`src/rtl/pipeline_pkg.sv`:
```
// pipeline_pkg: shared widths, reset PC and the fetch buffer entry type
package pipeline_pkg;
  localparam int XLEN = 32;
  localparam int JIDX_W = 26;
  localparam logic [XLEN-1:0] RESET_PC_DEFAULT = 32'h0000_0000;
  typedef struct packed {
    logic [XLEN-1:0] instr;
    logic [XLEN-1:0] pc;
  } fetch_entry_t;
endpackage

```
`src/rtl/fetch_buffer.sv`:
```
// fetch_buffer: two-entry instruction FIFO; push into a full buffer succeeds when popped the same cycle
import pipeline_pkg::*;
module fetch_buffer #(
  parameter int DEPTH = 2
) (
  input  logic         clk,
  input  logic         rst,
  input  logic         push,
  input  logic         pop,
  input  logic         flush,
  input  fetch_entry_t push_data,
  output logic         full,
  output logic         empty,
  output fetch_entry_t head
);
  fetch_entry_t mem [2];
  logic rd_ptr, wr_ptr, do_push, do_pop;
  logic [1:0] count;
  assign empty = count == 2'd0;
  assign full = count == 2'(DEPTH);
  assign do_pop = pop & ~empty;
  assign do_push = push & (~full | do_pop);
  assign head = empty ? '0 : mem[rd_ptr];
  always_ff @(posedge clk) begin
    if (rst || flush) begin
      count <= '0;
      rd_ptr <= 1'b0;
      wr_ptr <= 1'b0;
    end else begin
      if (do_push) begin
        mem[wr_ptr] <= push_data;
        wr_ptr <= ~wr_ptr;
      end
      if (do_pop) rd_ptr <= ~rd_ptr;
      count <= count + 2'(do_push) - 2'(do_pop);
    end
  end
endmodule

```
`src/rtl/fetch_stage.sv`:
```
// fetch_stage: PC sequencing, single-outstanding imem requests and redirect handling
import pipeline_pkg::*;
module fetch_stage #(
  parameter logic [XLEN-1:0] RESET_PC = RESET_PC_DEFAULT,
  parameter int BUF_DEPTH = 2
) (
  input  logic            clk,
  input  logic            rst,
  output logic            imem_req,
  output logic [XLEN-1:0] imem_addr,
  input  logic [XLEN-1:0] imem_rdata,
  input  logic            redirect_valid,
  input  logic            redirect_is_jump,
  input  logic [XLEN-1:0] redirect_pc,
  input  logic [XLEN-1:0] redirect_imm,
  output logic            out_valid,
  input  logic            out_ready,
  output logic [XLEN-1:0] out_instr,
  output logic [XLEN-1:0] out_pc,
  output logic [XLEN-1:0] out_pc_plus4
);
  logic [XLEN-1:0] pc, pc4, target;
  logic inflight, push, pop, full, empty, room;
  fetch_entry_t push_data, head;
  assign pc4 = redirect_pc + 32'd4;
  assign target = (redirect_is_jump ? {pc4[31:28], redirect_imm[JIDX_W-1:0], 2'b00}
                                    : pc4 + (redirect_imm << 2)) & ~32'd3;
  assign pop = out_valid & out_ready;
  assign push = inflight & ~redirect_valid;
  // occupancy after this cycle's pop plus the in-flight return must leave a free slot
  assign room = empty | (~full & (pop | ~inflight)) | (pop & ~inflight);
  assign imem_req = ~rst & ~redirect_valid & room;
  assign imem_addr = pc;
  // pc has already advanced past the returning request
  assign push_data = '{instr: imem_rdata, pc: pc - 32'd4};
  assign out_valid = ~empty;
  assign out_instr = head.instr;
  assign out_pc = head.pc;
  assign out_pc_plus4 = empty ? '0 : head.pc + 32'd4;
  always_ff @(posedge clk) begin
    if (rst) begin
      pc <= RESET_PC;
      inflight <= 1'b0;
    end else if (redirect_valid) begin
      pc <= target;
      inflight <= 1'b0;
    end else begin
      inflight <= imem_req;
      if (imem_req) pc <= pc + 32'd4;
    end
  end
  fetch_buffer #(.DEPTH(BUF_DEPTH)) u_buf (
    .clk(clk),
    .rst(rst),
    .push(push),
    .pop(pop),
    .flush(redirect_valid),
    .push_data(push_data),
    .full(full),
    .empty(empty),
    .head(head)
  );
endmodule

```
`config.mk`:
```
export PLATFORM = sky130hd
export DESIGN_NAME = fetch_stage
export DESIGN_NICKNAME = d
export VERILOG_FILES = /design/src/rtl/pipeline_pkg.sv /design/src/rtl/fetch_buffer.sv /design/src/rtl/fetch_stage.sv
export SDC_FILE = /design/constraint.sdc
export NUM_CORES = 1
export LEC_CHECK = 0
export ABC_AREA = 1
export ABC_CLOCK_PERIOD_IN_PS = 6900
export BUFFER_PORTS_ARGS = -buffer_cell sky130_fd_sc_hd__buf_2
export CORE_MARGIN = 2
export CORE_UTILIZATION = 45
export CTS_CLUSTER_DIAMETER = 40
export DETAILED_ROUTE_END_ITERATION = 8
export PLACE_DENSITY = 0.79
export SYNTH_ARGS = -nofsm -noshare
export SYNTH_HDL_FRONTEND = slang
export SYNTH_SLANG_ARGS = --single-unit
```
`constraint.sdc`:
```
create_clock -name clk -period 6.9 [get_ports clk]
set_clock_uncertainty 0.05 [all_clocks]
set_input_delay 1.38 -clock clk [delete_from_list [all_inputs] [get_ports clk]]
set_output_delay 1.38 -clock clk [all_outputs]
set_load 0.1 [all_outputs]
```
==> results of run 1 <==
-- layout make-up --
class                           count  area [um2]
Timing Repair Buffer              226        1150
Multi-Input combinational cell   1142        6060
Fill cell                        2414       11700
Sequential cell                   160        4450
Tap cell                          330         413
Clock buffer                       17         425
Clock inverter                     15         194
Inverter                          173         651
-- power groups by stage --
stage          clock (mW)  sequential (mW)  combinational, mW
2_1_floorplan           0             1.22              0.434
3_3_place_gp            0             1.13              0.674
3_5_place_dp            0             1.13              0.684
4_1_cts             0.969             1.11              0.686
5_1_grt              1.01             1.11              0.746
6_report            0.955             1.11              0.690
-- through the flow --
stage / utilization, % / hold slack, ns / total power, mW / setup slack (ns) / cell area, um2
6_report: 53.2 / 0.403 / 2.76 / 2.04 / 13300
2_1_floorplan: - / 0.376 / 1.65 / 0.199 / 11500
3_3_place_gp: 50.8 / 0.381 / 1.80 / 2.10 / 12700
3_5_place_dp: 50.8 / 0.383 / 1.82 / 2.06 / 12700
5_1_grt: 53.2 / 0.420 / 2.87 / 1.76 / 13300
4_1_cts: 53.2 / 0.406 / 2.76 / 2.02 / 13300
-- placed cells by master (no fill, tap or decap), types with 6 or more instances in the layout --
| master | instances |
|---|---|
| a21oi_1 | 112 |
| a21oi_2 | 9 |
| buf_2 | 220 |
| buf_4 | 6 |
| clkbuf_16 | 17 |
| conb_1 | 6 |
| dfxtp_1 | 35 |
| edfxtp_1 | 124 |
| ha_1 | 39 |
| inv_1 | 162 |
| inv_2 | 6 |
| nand2_1 | 354 |
| nand3_1 | 79 |
| nand4_1 | 29 |
| nor2_1 | 200 |
| nor2_2 | 8 |
| nor3_1 | 38 |
| nor3_2 | 11 |
| nor4_1 | 8 |
| o21ai_0 | 86 |
| o21bai_1 | 6 |
| xnor2_1 | 33 |
| xor2_1 | 73 |
-- per-layer routing --
metal / vias to the layer above / routed length, um / part of all wire (%)
met2: 405 / 15900 / 48
met4: 0 / 631 / 1.9
met1: 4942 / 14000 / 43
li1: 5443 / - / -
met3: 37 / 2340 / 7.1
met5: - / 0 / 0
-- state kept, by name, summed over array words and instances (netlist names), named ones only --
register / cells
u_buf.count: 2
inflight: 1
u_buf.mem: 124
u_buf.rd_ptr: 1
u_buf.wr_ptr: 1
imem_addr: 30
-- cell families (layout without fill, tap and decap cells) --
kind of cell	after synthesis	after routing	synth area share, %
buf+inv	236	431	8.50
flops	160	160	38.9
xor+xnor	106	106	8.12
compound gates	238	238	11.3
fa+ha+maj	40	40	4.44
simple gates	752	752	28.8
other cells	1	6	0.0328
-- worst max-delay path by stage --
| stage | from | to | slack (ns) |
|---|---|---|---|
| 2_1_floorplan | redirect_valid | u_buf.mem[0][10]$_DFFE_PP_ | 0.20 |
| 5_1_grt | register | out_pc_plus4[31] | 1.76 |
| 3_3_place_gp | redirect_pc[2] | imem_addr[31]$_SDFFE_PP0P_ | 2.10 |
| 6_report | register | out_pc_plus4[31] | 2.04 |
| 4_1_cts | register | out_pc_plus4[31] | 2.02 |
| 3_5_place_dp | redirect_pc[2] | imem_addr[31]$_SDFFE_PP0P_ | 2.06 |
==> impl_metrics.prom, run 1 <==
# TYPE chip_impl_metric gauge
chip_impl_metric{name="ir_worst_vdd",unit="uV"} 164
chip_impl_info{name="worst_hold_startpoint",value="u_buf.rd_ptr$_SDFFE_PN0P_"} 1
chip_impl_metric{name="drive_gt1_share",unit="%"} 17.9
chip_impl_metric{name="synth_async_sr_flop_share",unit="%"} 0
chip_impl_info{name="ys_dominant_reg_cell",value="edfxtp_1"} 1
chip_impl_info{name="grt_setup_unrepaired",value="false"} 1
chip_impl_metric{name="clk_latency",unit="ns"} 0.42
chip_impl_info{name="cts.root.buffer_cell",value="clkbuf_16"} 1
chip_impl_metric{name="grt_max_degree",unit=""} 63
chip_impl_metric{name="design.core.area",unit="um2"} 25000
chip_impl_metric{name="setup_tns",unit="ns"} 0
chip_impl_metric{name="antenna_found_initial",unit=""} 0
chip_impl_metric{name="hold_buffers",unit=""} 0
chip_impl_info{name="worst_setup_path_start_kind",value="register"} 1
chip_impl_metric{name="hold_viol",unit=""} 0
chip_impl_metric{name="insertedDiodeCount",unit=""} 0
chip_impl_metric{name="cts.htree.levels",unit=""} 4
chip_impl_metric{name="cap_viol_max_count",unit=""} 0
chip_impl_info{name="timing.critical_path.slowest_stage_cell",value="buf_4"} 1
chip_impl_metric{name="grt_util_all_layers",unit="%"} 24.2
chip_impl_metric{name="floorplan.die_area",unit="um2"} 26700
chip_impl_metric{name="synth.top_cell.area_share",unit="%"} 32.6
chip_impl_metric{name="synth-warning-count",unit=""} 0
chip_impl_info{name="netlist_top_cells_area",value="edfxtp_1, nand2_1, nor2_1, dfxtp_1, xor2_1"} 1
chip_impl_metric{name="place.detailed.instances",unit=""} 2031
chip_impl_metric{name="drt-pass1-iter-count",unit=""} 7
chip_impl_metric{name="static-leakage-power",unit="nW"} 5.99
chip_impl_metric{name="cts_buffer_depth",unit=""} 2
chip_impl_metric{name="timing.critical_path.depth",unit=""} 13
chip_impl_metric{name="synthToLayoutAreaGrowth",unit="%"} 16.5
chip_impl_metric{name="pwr-share-seq",unit="%"} 40.3
chip_impl_metric{name="antenna_left",unit=""} 0
chip_impl_metric{name="via_per_inst",unit=""} 5.25
chip_impl_metric{name="number_of_cell_instances_on_the_worst_register_to_register_path",unit=""} 9
chip_impl_metric{name="path_buf_inv",unit=""} 4
chip_impl_metric{name="number_of_global_route_vias_before_repair",unit=""} 10100
chip_impl_info{name="tritoncts",value="yes"} 1
chip_impl_metric{name="syn_area",unit="um2"} 11400
chip_impl_info{name="run_status",value="finished clean"} 1
chip_impl_metric{name="cts_num_sinks",unit=""} 160
chip_impl_metric{name="instances_no_fill",unit=""} 2063
chip_impl_metric{name="synthDistinctLibCells",unit=""} 48
chip_impl_info{name="synth_area_leader_cell",value="edfxtp_1"} 1
chip_impl_metric{name="synth.ff_latch_count",unit=""} 160
chip_impl_metric{name="die_y",unit="um"} 163
chip_impl_info{name="post-synth-top-count-cell",value="nand2_1"} 1
chip_impl_metric{name="clkTransAtPathRegs",unit="ns"} 0.06
chip_impl_info{name="worstReg2RegEnd",value="imem_addr[10]$_SDFFE_PP0P_"} 1
chip_impl_metric{name="cts_setup_buffers",unit=""} 0
chip_impl_info{name="worstReg2RegStart",value="u_buf.count[0]$_SDFF_PN0_"} 1
chip_impl_metric{name="finalCritPeriodShare",unit="%"} 70.5
chip_impl_metric{name="grt_first_pass_wirelength",unit="um"} 50700
chip_impl_info{name="cpLargestDelayFamily",value="simple AND/OR/NAND/NOR gates"} 1
chip_impl_metric{name="globalRouteMet1Util",unit="%"} 30.4
chip_impl_metric{name="switching_power",unit="mW"} 1.01
chip_impl_metric{name="critical_path_data_required_time",unit="ns"} 5.47
chip_impl_metric{name="num-nets-final",unit=""} 1861
chip_impl_metric{name="power.internal",unit="mW"} 1.74
chip_impl_metric{name="critical_path_arrival",unit="ns"} 3.43
chip_impl_metric{name="sw_frac_of_total",unit="%"} 36.8
chip_impl_metric{name="number_of_synthesized_flops_with_an_enable_pin",unit=""} 124
chip_impl_metric{name="postSynthAreaPerCell",unit="um2"} 7.46
chip_impl_metric{name="port_buffers",unit=""} 220
chip_impl_metric{name="combinational_power_share",unit="%"} 25.0
chip_impl_metric{name="p_clk_share",unit="%"} 34.7
chip_impl_metric{name="grt_overflow",unit=""} 0
chip_impl_metric{name="ff2ff_setup_slack",unit="ns"} 3.99
chip_impl_metric{name="slew_headroom",unit="%"} 41.0
chip_impl_info{name="crit_path_end_kind",value="output port"} 1
chip_impl_metric{name="detail_route.drc_violations",unit=""} 0
chip_impl_metric{name="detailed_place_hpwl",unit="um"} 25300
chip_impl_metric{name="ioPinCount",unit=""} 231
chip_impl_metric{name="worst-slew-pin-transition",unit="ns"} 0.885
chip_impl_metric{name="die_width",unit="um"} 163
chip_impl_metric{name="finalMaxSlewViolations",unit=""} 0
chip_impl_metric{name="cts_repair_resize_count",unit=""} 0
chip_impl_info{name="hold_class",value="reg -> reg"} 1
chip_impl_info{name="gr-max-usage-layer",value="met2"} 1
chip_impl_metric{name="row_count",unit=""} 58
chip_impl_metric{name="detail_route.wl_per_cell",unit="um"} 15.9
chip_impl_metric{name="detailroute.via_count",unit=""} 10800
chip_impl_metric{name="peak_clock_frequency_supported_by_timing",unit="GHz"} 0.206
chip_impl_info{name="criticalPathCategory",value="reg -> out"} 1
chip_impl_metric{name="cts_made_buffers",unit=""} 17
chip_impl_metric{name="whs_path_depth",unit=""} 1
chip_impl_metric{name="netlist_instances",unit=""} 1533
chip_impl_metric{name="detail_route.iter0.violations",unit=""} 1023
chip_impl_metric{name="cp_slowest_stage_delay",unit="ns"} 0.53
chip_impl_metric{name="pwr_density_cell",unit="nW/um2"} 207
chip_impl_metric{name="drt-total-wl",unit="um"} 32900
chip_impl_metric{name="crit_path_max_fanout",unit=""} 62
chip_impl_metric{name="synth_seq_area_share",unit="%"} 38.9
chip_impl_metric{name="layout_min_cycle_time",unit="ns"} 4.86
chip_impl_metric{name="globalplace.congestion",unit=""} 0.967
chip_impl_info{name="yosys-top-cells-count",value="nand2_1, nor2_1, inv_1, edfxtp_1, a21oi_1"} 1
chip_impl_metric{name="initial_core_util",unit="%"} 45.7
chip_impl_metric{name="grt_util_met3",unit="%"} 4.04
chip_impl_metric{name="report.final.setup_viol",unit=""} 0
chip_impl_metric{name="met2_usage",unit="%"} 42.6
chip_impl_info{name="cp_cell_sequence",value="buf_4 -> nor2_1 -> nor3_2 -> inv_1 -> nor2_4 -> nand3_2 -> nor2_2 -> nand2_2 -> nor2_1 -> nand2_1 -> xor2_1 -> inv_1 -> buf_2"} 1
(Power assumes the default switching activity.)
==> run 2: changes to the inputs <==
--- a/config.mk
+++ b/config.mk
@@ -6,7 +6,7 @@
 export NUM_CORES = 1
 export LEC_CHECK = 0
 export ABC_AREA = 1
-export ABC_CLOCK_PERIOD_IN_PS = 6900
+export ABC_CLOCK_PERIOD_IN_PS = 4050
 export BUFFER_PORTS_ARGS = -buffer_cell sky130_fd_sc_hd__buf_2
 export CORE_MARGIN = 2
 export CORE_UTILIZATION = 45
==> constraint.sdc (replaced) <==
create_clock -name clk -period 4.05 [get_ports clk]
set_clock_uncertainty 0.05 [all_clocks]
set_input_delay 0.81 -clock clk [delete_from_list [all_inputs] [get_ports clk]]
set_output_delay 0.81 -clock clk [all_outputs]
set_load 0.1 [all_outputs]
==> run 2 against run 1 <==
Compared with the run above: core utilization is 2.4 points higher; die area stayed put; worst setup slack worse by 1.9 ns; combinational power is 75% higher; highest routed layer unchanged; sequential cell count stayed put; non-clock buffer count is 14 higher; via count is 1.4% higher; clock-buffer cell count stayed put; sequential share of layout area is 1.4 points lower; power is 71% higher.
==> impl_metrics.prom, run 2 (same netlist as run 1, synthesis figures left out) <==
# TYPE chip_impl_metric gauge
chip_impl_metric{name="setup_tns",unit="ns"} 0
chip_impl_metric{name="grt_overflow",unit=""} 0
chip_impl_metric{name="initial_core_util",unit="%"} 45.7
chip_impl_metric{name="port_buffers",unit=""} 220
chip_impl_metric{name="critical_path_data_required_time",unit="ns"} 3.19
chip_impl_metric{name="die_width",unit="um"} 163
chip_impl_metric{name="cts_num_sinks",unit=""} 160
chip_impl_info{name="tritoncts",value="yes"} 1
chip_impl_metric{name="detailedPlace.worstSlack",unit="ns"} 0.248
chip_impl_metric{name="die_y",unit="um"} 163
chip_impl_metric{name="via_per_inst",unit=""} 5.28
chip_impl_metric{name="number_of_global_route_vias_before_repair",unit=""} 10400
chip_impl_metric{name="clkTransAtPathRegs",unit="ns"} 0.07
chip_impl_metric{name="design.core.area",unit="um2"} 25000
chip_impl_metric{name="cts_made_buffers",unit=""} 17
chip_impl_metric{name="grt_max_degree",unit=""} 63
chip_impl_metric{name="insertedDiodeCount",unit=""} 0
chip_impl_metric{name="static-leakage-power",unit="nW"} 6.15
chip_impl_metric{name="pwr_density_cell",unit="nW/um2"} 338
chip_impl_info{name="register_with_the_most_flip_flops",value="u_buf.mem"} 1
chip_impl_metric{name="cts_buffer_depth",unit=""} 2
chip_impl_metric{name="seq_area",unit="um2"} 4450
chip_impl_metric{name="drive_gt1_share",unit="%"} 19.6
chip_impl_info{name="run_status",value="finished clean"} 1
chip_impl_metric{name="floorplan.die_area",unit="um2"} 26700
chip_impl_metric{name="ir_worst_vdd",unit="uV"} 280
chip_impl_metric{name="synthToLayoutAreaGrowth",unit="%"} 21.7
chip_impl_metric{name="antenna_left",unit=""} 0
chip_impl_metric{name="peak_clock_frequency_supported_by_timing",unit="GHz"} 0.258
chip_impl_metric{name="grt_first_pass_wirelength",unit="um"} 51600
chip_impl_info{name="layout_commonest_cell",value="nand2_1"} 1
chip_impl_metric{name="worst-slew-pin-transition",unit="ns"} 0.894
chip_impl_metric{name="cts.htree.levels",unit=""} 4
chip_impl_info{name="worst_setup_path_start_kind",value="register"} 1
chip_impl_metric{name="drt-total-wl",unit="um"} 32500
chip_impl_metric{name="crit_path_max_fanout",unit=""} 21
chip_impl_metric{name="report.power.total",unit="mW"} 4.71
chip_impl_info{name="grt_setup_unrepaired",value="false"} 1
chip_impl_metric{name="critical_path_arrival",unit="ns"} 3.01
chip_impl_metric{name="detail_route.iter0.violations",unit=""} 1132
chip_impl_metric{name="grt_util_all_layers",unit="%"} 24.3
chip_impl_info{name="criticalPathCategory",value="reg -> out"} 1
chip_impl_metric{name="detailed_place_hpwl",unit="um"} 24900
chip_impl_metric{name="cap_viol_max_count",unit=""} 0
chip_impl_info{name="hold_class",value="reg -> reg"} 1
chip_impl_metric{name="hold_viol",unit=""} 0
chip_impl_metric{name="detail_route.wl_per_cell",unit="um"} 15.7
chip_impl_metric{name="fillers",unit=""} 2289
chip_impl_metric{name="finalMaxSlewViolations",unit=""} 0
chip_impl_metric{name="detailroute.via_count",unit=""} 11000
chip_impl_metric{name="report.final.setup_viol",unit=""} 0
chip_impl_metric{name="multiInputGateArea",unit="um2"} 6280
chip_impl_metric{name="cp_slowest_stage_delay",unit="ns"} 0.39
chip_impl_metric{name="ioPinCount",unit=""} 231
chip_impl_info{name="cp_cell_sequence",value="buf_4 -> nand2_1 -> nand2_1 -> nand2_1 -> clkinvlp_4 -> ha_2 -> nand2_1 -> nor4_4 -> nand2_1 -> xor2_1 -> clkinvlp_4 -> buf_12"} 1
chip_impl_info{name="cp_common_cell",value="nand2_1"} 1
chip_impl_info{name="timing.critical_path.slowest_stage_cell",value="nor4_4"} 1
chip_impl_metric{name="drt-pass1-iter-count",unit=""} 5
chip_impl_metric{name="row_count",unit=""} 58
chip_impl_metric{name="slew_headroom",unit="%"} 40.3
chip_impl_metric{name="largest_register_ffs",unit=""} 124
chip_impl_metric{name="globalplace.congestion",unit=""} 0.972
chip_impl_metric{name="clk_latency",unit="ns"} 0.43
chip_impl_info{name="mostFrequentLayoutCells",value="nand2_1, buf_2, nor2_1"} 1
chip_impl_metric{name="antenna_found_initial",unit=""} 0
chip_impl_metric{name="final.setup.worst_slack",unit="ns"} 0.181
chip_impl_metric{name="num-nets-final",unit=""} 1875
chip_impl_metric{name="detail_route.drc_violations",unit=""} 0
chip_impl_info{name="cts.root.buffer_cell",value="clkbuf_16"} 1
chip_impl_metric{name="finalCritPeriodShare",unit="%"} 95.5
chip_impl_metric{name="fin_worst_hold_slack",unit="ns"} 0.406
chip_impl_metric{name="hold_buffers",unit=""} 0
chip_impl_metric{name="layout_min_cycle_time",unit="ns"} 3.87
chip_impl_info{name="crit_path_end_kind",value="output port"} 1
## run 2: per-stage QoR
step / utilization, % / instances / cell area (um2)
floorplan: - / 1538 / 11700
global placement: 52.9 / 2041 / 13200
CTS: 55.3 / 2073 / 13900
detailed placement: 52.9 / 2041 / 13200
global route: 55.6 / 2077 / 13900
finish: 55.6 / 2077 / 13900
## run 2: power breakdown
| group | internal, mW | total [mW] | switching, mW |
|---|---|---|---|
| Clock | 0.845 | 1.61 | 0.765 |
| Combinational | 0.310 | 1.21 | 0.897 |
| Sequential | 1.83 | 1.89 | 0.0665 |
## run 2: area by class of cell
cell class / count / area share [%]
Sequential cell: 160 / 31.9
Clock buffer: 17 / 3.06
Inverter: 173 / 4.75
Timing Repair Buffer: 240 / 10.9
Clock inverter: 15 / 1.30
Tap cell: 330 / 2.97
Multi-Input combinational cell: 1142 / 45.1
## run 2: timing repair
action,4_1_cts,5_1_grt
setup endpoints to repair,0,8
resized for setup,0,7
setup buffers,0,4
## run 2: final timing paths
kind | endpoint | slack [ns] | start | depth (start not counted)
max | out_pc_plus4[30] | 0.18 | register | 12
min | register | 0.41 | u_buf.rd_ptr$_SDFFE_PN0P_ | 1
max reg2reg | u_buf.mem[1][28]$_DFFE_PP_ | 1.54 | imem_addr[2]$_SDFFE_PP0P_ | 12
min reg2reg | register | 0.41 | u_buf.rd_ptr$_SDFFE_PN0P_ | 1
## run 2: metal layers
metal / vias to the layer above / part of all wire [%] / wire length (um) / track usage (%)
li1: 5456 / - / - / -
met5: - / 0 / 0 / 0
met2: 479 / 49 / 15900 / 42.3
met3: 59 / 7.0 / 2270 / 3.25
met1: 4982 / 41 / 13500 / 31.1
met4: 0 / 2.8 / 922 / 8.29
## run 2: worst max-delay path, delay by kind of cell (launching register included)
family | cells | cell delay (ns)
buffers and inverters | 4 | 0.70
xor gates and xnor gates | 1 | 0.23
and+or+nand+nor | 6 | 1.05
DFF | 1 | 0.34
adders and majority gates | 1 | 0.28
==> run 3: changes to the inputs <==
--- a/config.mk
+++ b/config.mk
@@ -5,14 +5,13 @@
 export SDC_FILE = /design/constraint.sdc
 export NUM_CORES = 1
 export LEC_CHECK = 0
-export ABC_AREA = 1
 export ABC_CLOCK_PERIOD_IN_PS = 4050
 export BUFFER_PORTS_ARGS = -buffer_cell sky130_fd_sc_hd__buf_2
 export CORE_MARGIN = 2
 export CORE_UTILIZATION = 45
 export CTS_CLUSTER_DIAMETER = 40
 export DETAILED_ROUTE_END_ITERATION = 8
-export PLACE_DENSITY = 0.79
+export PLACE_DENSITY = 0.8
 export SYNTH_ARGS = -nofsm -noshare
 export SYNTH_HDL_FRONTEND = slang
 export SYNTH_SLANG_ARGS = --single-unit
==> run 3 against run 2 <==
Compared with the run above: via count decreased by 23%; synthesized area fell by 11%; worst setup slack worse by 0.052 ns; clock power fell by 6%; sequential share of layout area is 2.0 points higher; first-iteration DRC count down 54%; critical path depth decreased by 1; global-route usage fell by 2.5 points; power decreased by 4.4%; register-to-register slack worse by 0.32 ns; maximum frequency fell by 1.3%; combinational power shrank 9.9%.
==> impl_metrics.prom, run 3 <==
# TYPE chip_impl_metric gauge
chip_impl_info{name="register_with_the_most_flip_flops",value="u_buf.mem"} 1
chip_impl_metric{name="syn_area",unit="um2"} 10200
chip_impl_metric{name="final.setup.worst_slack",unit="ns"} 0.129
chip_impl_metric{name="synthToLayoutAreaGrowth",unit="%"} 29.0
chip_impl_metric{name="combinational_power_share",unit="%"} 24.3
chip_impl_metric{name="netlist_instances",unit=""} 1038
chip_impl_metric{name="place_area",unit="um2"} 12400
chip_impl_metric{name="crit_path_max_fanout",unit=""} 22
chip_impl_metric{name="floorplan.die_area",unit="um2"} 23800
chip_impl_metric{name="grt_overflow",unit=""} 0
chip_impl_metric{name="whs_path_depth",unit=""} 2
chip_impl_metric{name="timing.critical_path.depth",unit=""} 11
chip_impl_metric{name="largest_register_ffs",unit=""} 124
chip_impl_metric{name="critical_path_arrival",unit="ns"} 3.06
chip_impl_metric{name="ir_worst_vdd",unit="uV"} 296
chip_impl_metric{name="number_of_synthesized_flops_with_an_enable_pin",unit=""} 124
chip_impl_metric{name="path_buf_inv",unit=""} 3
chip_impl_metric{name="synth.ff_latch_count",unit=""} 160
chip_impl_info{name="crit_path_end_kind",value="output port"} 1
chip_impl_metric{name="num-nets-final",unit=""} 1425
chip_impl_info{name="cts.root.buffer_cell",value="clkbuf_16"} 1
chip_impl_metric{name="grt_util_met3",unit="%"} 6.11
chip_impl_metric{name="globalplace.congestion",unit=""} 0.873
chip_impl_metric{name="row_count",unit=""} 55
chip_impl_metric{name="design.core.area",unit="um2"} 22400
chip_impl_metric{name="power.internal",unit="mW"} 3.01
chip_impl_metric{name="met2_usage",unit="%"} 36.0
chip_impl_metric{name="cts_made_buffers",unit=""} 17
chip_impl_metric{name="synthDistinctLibCells",unit=""} 71
chip_impl_metric{name="synth-warning-count",unit=""} 0
chip_impl_metric{name="drive_gt1_share",unit="%"} 30.9
chip_impl_metric{name="hold_buffers",unit=""} 0
chip_impl_metric{name="critical_path_data_required_time",unit="ns"} 3.19
chip_impl_metric{name="via_per_inst",unit=""} 5.36
chip_impl_metric{name="final_design_area_no_fill",unit="um2"} 13100
chip_impl_metric{name="detail_route.iter0.violations",unit=""} 516
chip_impl_info{name="tritoncts",value="yes"} 1
chip_impl_metric{name="postSynthAreaPerCell",unit="um2"} 9.80
chip_impl_metric{name="detailed_place_hpwl",unit="um"} 20300
chip_impl_metric{name="detailroute.via_count",unit=""} 8491
chip_impl_metric{name="fillers",unit=""} 1887
chip_impl_metric{name="detailedPlace.worstSlack",unit="ns"} -0.0718
chip_impl_info{name="post-synth-top-count-cell",value="nor2_1"} 1
chip_impl_metric{name="synth.top_cell.area_share",unit="%"} 36.6
chip_impl_metric{name="detail_route.drc_violations",unit=""} 0
chip_impl_metric{name="initial_core_util",unit="%"} 45.3
chip_impl_metric{name="pwr-share-seq",unit="%"} 42.0
chip_impl_info{name="worst_setup_path_start_kind",value="register"} 1
chip_impl_metric{name="report.final.setup_viol",unit=""} 0
chip_impl_metric{name="cap_viol_max_count",unit=""} 0
chip_impl_metric{name="hold_viol",unit=""} 0
chip_impl_metric{name="switching_power",unit="mW"} 1.50
chip_impl_metric{name="detail_route.wl_per_cell",unit="um"} 16.7
chip_impl_metric{name="finalCritPeriodShare",unit="%"} 96.8
chip_impl_metric{name="antenna_left",unit=""} 0
chip_impl_metric{name="peak_clock_frequency_supported_by_timing",unit="GHz"} 0.255
chip_impl_metric{name="finalMaxSlewViolations",unit=""} 0
chip_impl_metric{name="clkTransAtPathRegs",unit="ns"} 0.06
chip_impl_info{name="mostFrequentLayoutCells",value="buf_2, edfxtp_1, nor2_1"} 1
chip_impl_info{name="gr-max-usage-layer",value="met2"} 1
chip_impl_metric{name="antenna_found_initial",unit=""} 2
chip_impl_metric{name="layout_min_cycle_time",unit="ns"} 3.92
chip_impl_metric{name="grt_util_all_layers",unit="%"} 21.8
chip_impl_info{name="cp_cell_sequence",value="clkbuf_4 -> buf_12 -> mux2i_1 -> nor3_2 -> nand4_1 -> nor2_1 -> nand2_1 -> or3_4 -> or3_4 -> nand2_8 -> buf_12"} 1
chip_impl_info{name="synth_area_leader_cell",value="edfxtp_1"} 1
chip_impl_metric{name="p_clk_share",unit="%"} 33.7
chip_impl_info{name="netlist_top_cells_area",value="edfxtp_1, dfxtp_1, mux2i_1, xnor2_1, nor2_1"} 1
chip_impl_info{name="ys_dominant_reg_cell",value="edfxtp_1"} 1
chip_impl_metric{name="drt-total-wl",unit="um"} 26400
chip_impl_metric{name="pwr_density_cell",unit="nW/um2"} 343
chip_impl_metric{name="drt-pass1-iter-count",unit=""} 5
chip_impl_metric{name="static-leakage-power",unit="nW"} 5.27
chip_impl_info{name="layout_commonest_cell",value="buf_2"} 1
chip_impl_metric{name="synth_seq_area_share",unit="%"} 43.7
chip_impl_metric{name="cp_slowest_stage_delay",unit="ns"} 0.43
chip_impl_metric{name="die_y",unit="um"} 154
chip_impl_metric{name="grt_first_pass_wirelength",unit="um"} 41300
chip_impl_info{name="hold_class",value="reg -> reg"} 1
chip_impl_info{name="cpLargestDelayFamily",value="simple AND/OR/NAND/NOR gates"} 1
chip_impl_info{name="criticalPathCategory",value="reg -> out"} 1
chip_impl_metric{name="cts.htree.levels",unit=""} 4
chip_impl_metric{name="slew_headroom",unit="%"} 60.3
chip_impl_metric{name="synth_async_sr_flop_share",unit="%"} 0
chip_impl_metric{name="setup_tns",unit="ns"} 0
chip_impl_metric{name="worst-slew-pin-transition",unit="ns"} 0.578
chip_impl_metric{name="ioPinCount",unit=""} 231
chip_impl_metric{name="number_of_global_route_vias_before_repair",unit=""} 8135
chip_impl_metric{name="number_of_cell_instances_on_the_worst_register_to_register_path",unit=""} 7
chip_impl_metric{name="sw_frac_of_total",unit="%"} 33.2
chip_impl_metric{name="globalRouteMet1Util",unit="%"} 27.5
chip_impl_metric{name="cts_buffer_depth",unit=""} 2
chip_impl_info{name="run_status",value="finished clean"} 1
chip_impl_info{name="yosys-top-cells-count",value="nor2_1, edfxtp_1, nand2_1, xnor2_1, mux2i_1"} 1
chip_impl_info{name="timing.critical_path.slowest_stage_cell",value="or3_4"} 1
chip_impl_metric{name="grt_max_degree",unit=""} 63
chip_impl_metric{name="die_width",unit="um"} 154
chip_impl_metric{name="port_buffers",unit=""} 220
chip_impl_metric{name="cts_num_sinks",unit=""} 160
chip_impl_metric{name="clk_latency",unit="ns"} 0.42
==> run 3: metal layers <==
metal	up-vias	wire length, um
li1	4217	-
met1	3929	11400
met2	303	12200
met3	40	2110
met4	2	656
met5	-	12
==> run 3: what timing repair did <==
action	CTS	global route
gates resized for setup	2	6
setup endpoints to repair	4	5
pin swaps	2	9
setup buffers	3	13
==> run 3: per-stage QoR <==
stage	util [%]	total power, mW	hold slack [ns]	std cells
after CTS	57.9	4.52	0.473	1569
after detailed placement	55.3	3.01	0.455	1534
after global routing	58.5	4.68	0.497	1582
after floorplan	-	2.75	0.422	1043
final	58.5	4.50	0.467	1583
after global placement	55.3	2.99	0.432	1534
==> run 3: final cells by class <==
class	count	area [um2]	area share, %
Timing Repair Buffer	273	1680	12.8
Inverter	24	120	0.916
Clock buffer	18	429	3.27
Sequential cell	160	4450	33.9
Tap cell	285	357	2.72
Clock inverter	14	133	1.01
Multi-Input combinational cell	808	5940	45.3
Antenna cell	1	2.50	0.0191
==> run 3: power by group through the flow <==
stage / clock network, mW / registers [mW] / logic, mW
after floorplan: 0 / 2.10 / 0.653
after global placement: 0 / 1.92 / 1.07
after detailed placement: 0 / 1.93 / 1.08
after CTS: 1.54 / 1.89 / 1.09
after global routing: 1.61 / 1.90 / 1.17
final: 1.52 / 1.89 / 1.09
==> run 3: worst paths after layout <==
| path | from | to | slack, ns |
|---|---|---|---|
| max | register | out_pc_plus4[28] | 0.13 |
| min | u_buf.rd_ptr$_SDFFE_PN0P_ | register | 0.47 |
| max reg2reg | imem_addr[4]$_SDFFE_PP0P_ | u_buf.mem[1][22]$_DFFE_PP_ | 1.22 |
| min reg2reg | u_buf.rd_ptr$_SDFFE_PN0P_ | register | 0.47 |
==> run 3: cell families (layout without fill, tap and decap cells) <==
logic type | count (synthesis) | in the layout | share of synthesized area [%]
multiplexers | 72 | 72 | 7.13
buffers and inverters | 75 | 329 | 3.58
AND/OR/NAND/NOR | 415 | 415 | 20.2
flip-flops | 160 | 160 | 43.7
adder cells (fa/ha/maj) | 40 | 40 | 4.99
other | 1 | 7 | 0.0369
AO/OA/AOI/OAI | 149 | 149 | 9.47
XOR/XNOR | 126 | 126 | 10.8
==> run 3: worst reg2reg max path: stages, from the launching register on <==
cell,delay (ns)
dfxtp_1,0.42
nor4_1,0.43
nand2_1,0.12
or2_2,0.33
or3_1,0.40
nor3_1,0.49
nand2b_1,0.14
xnor2_1,0.18
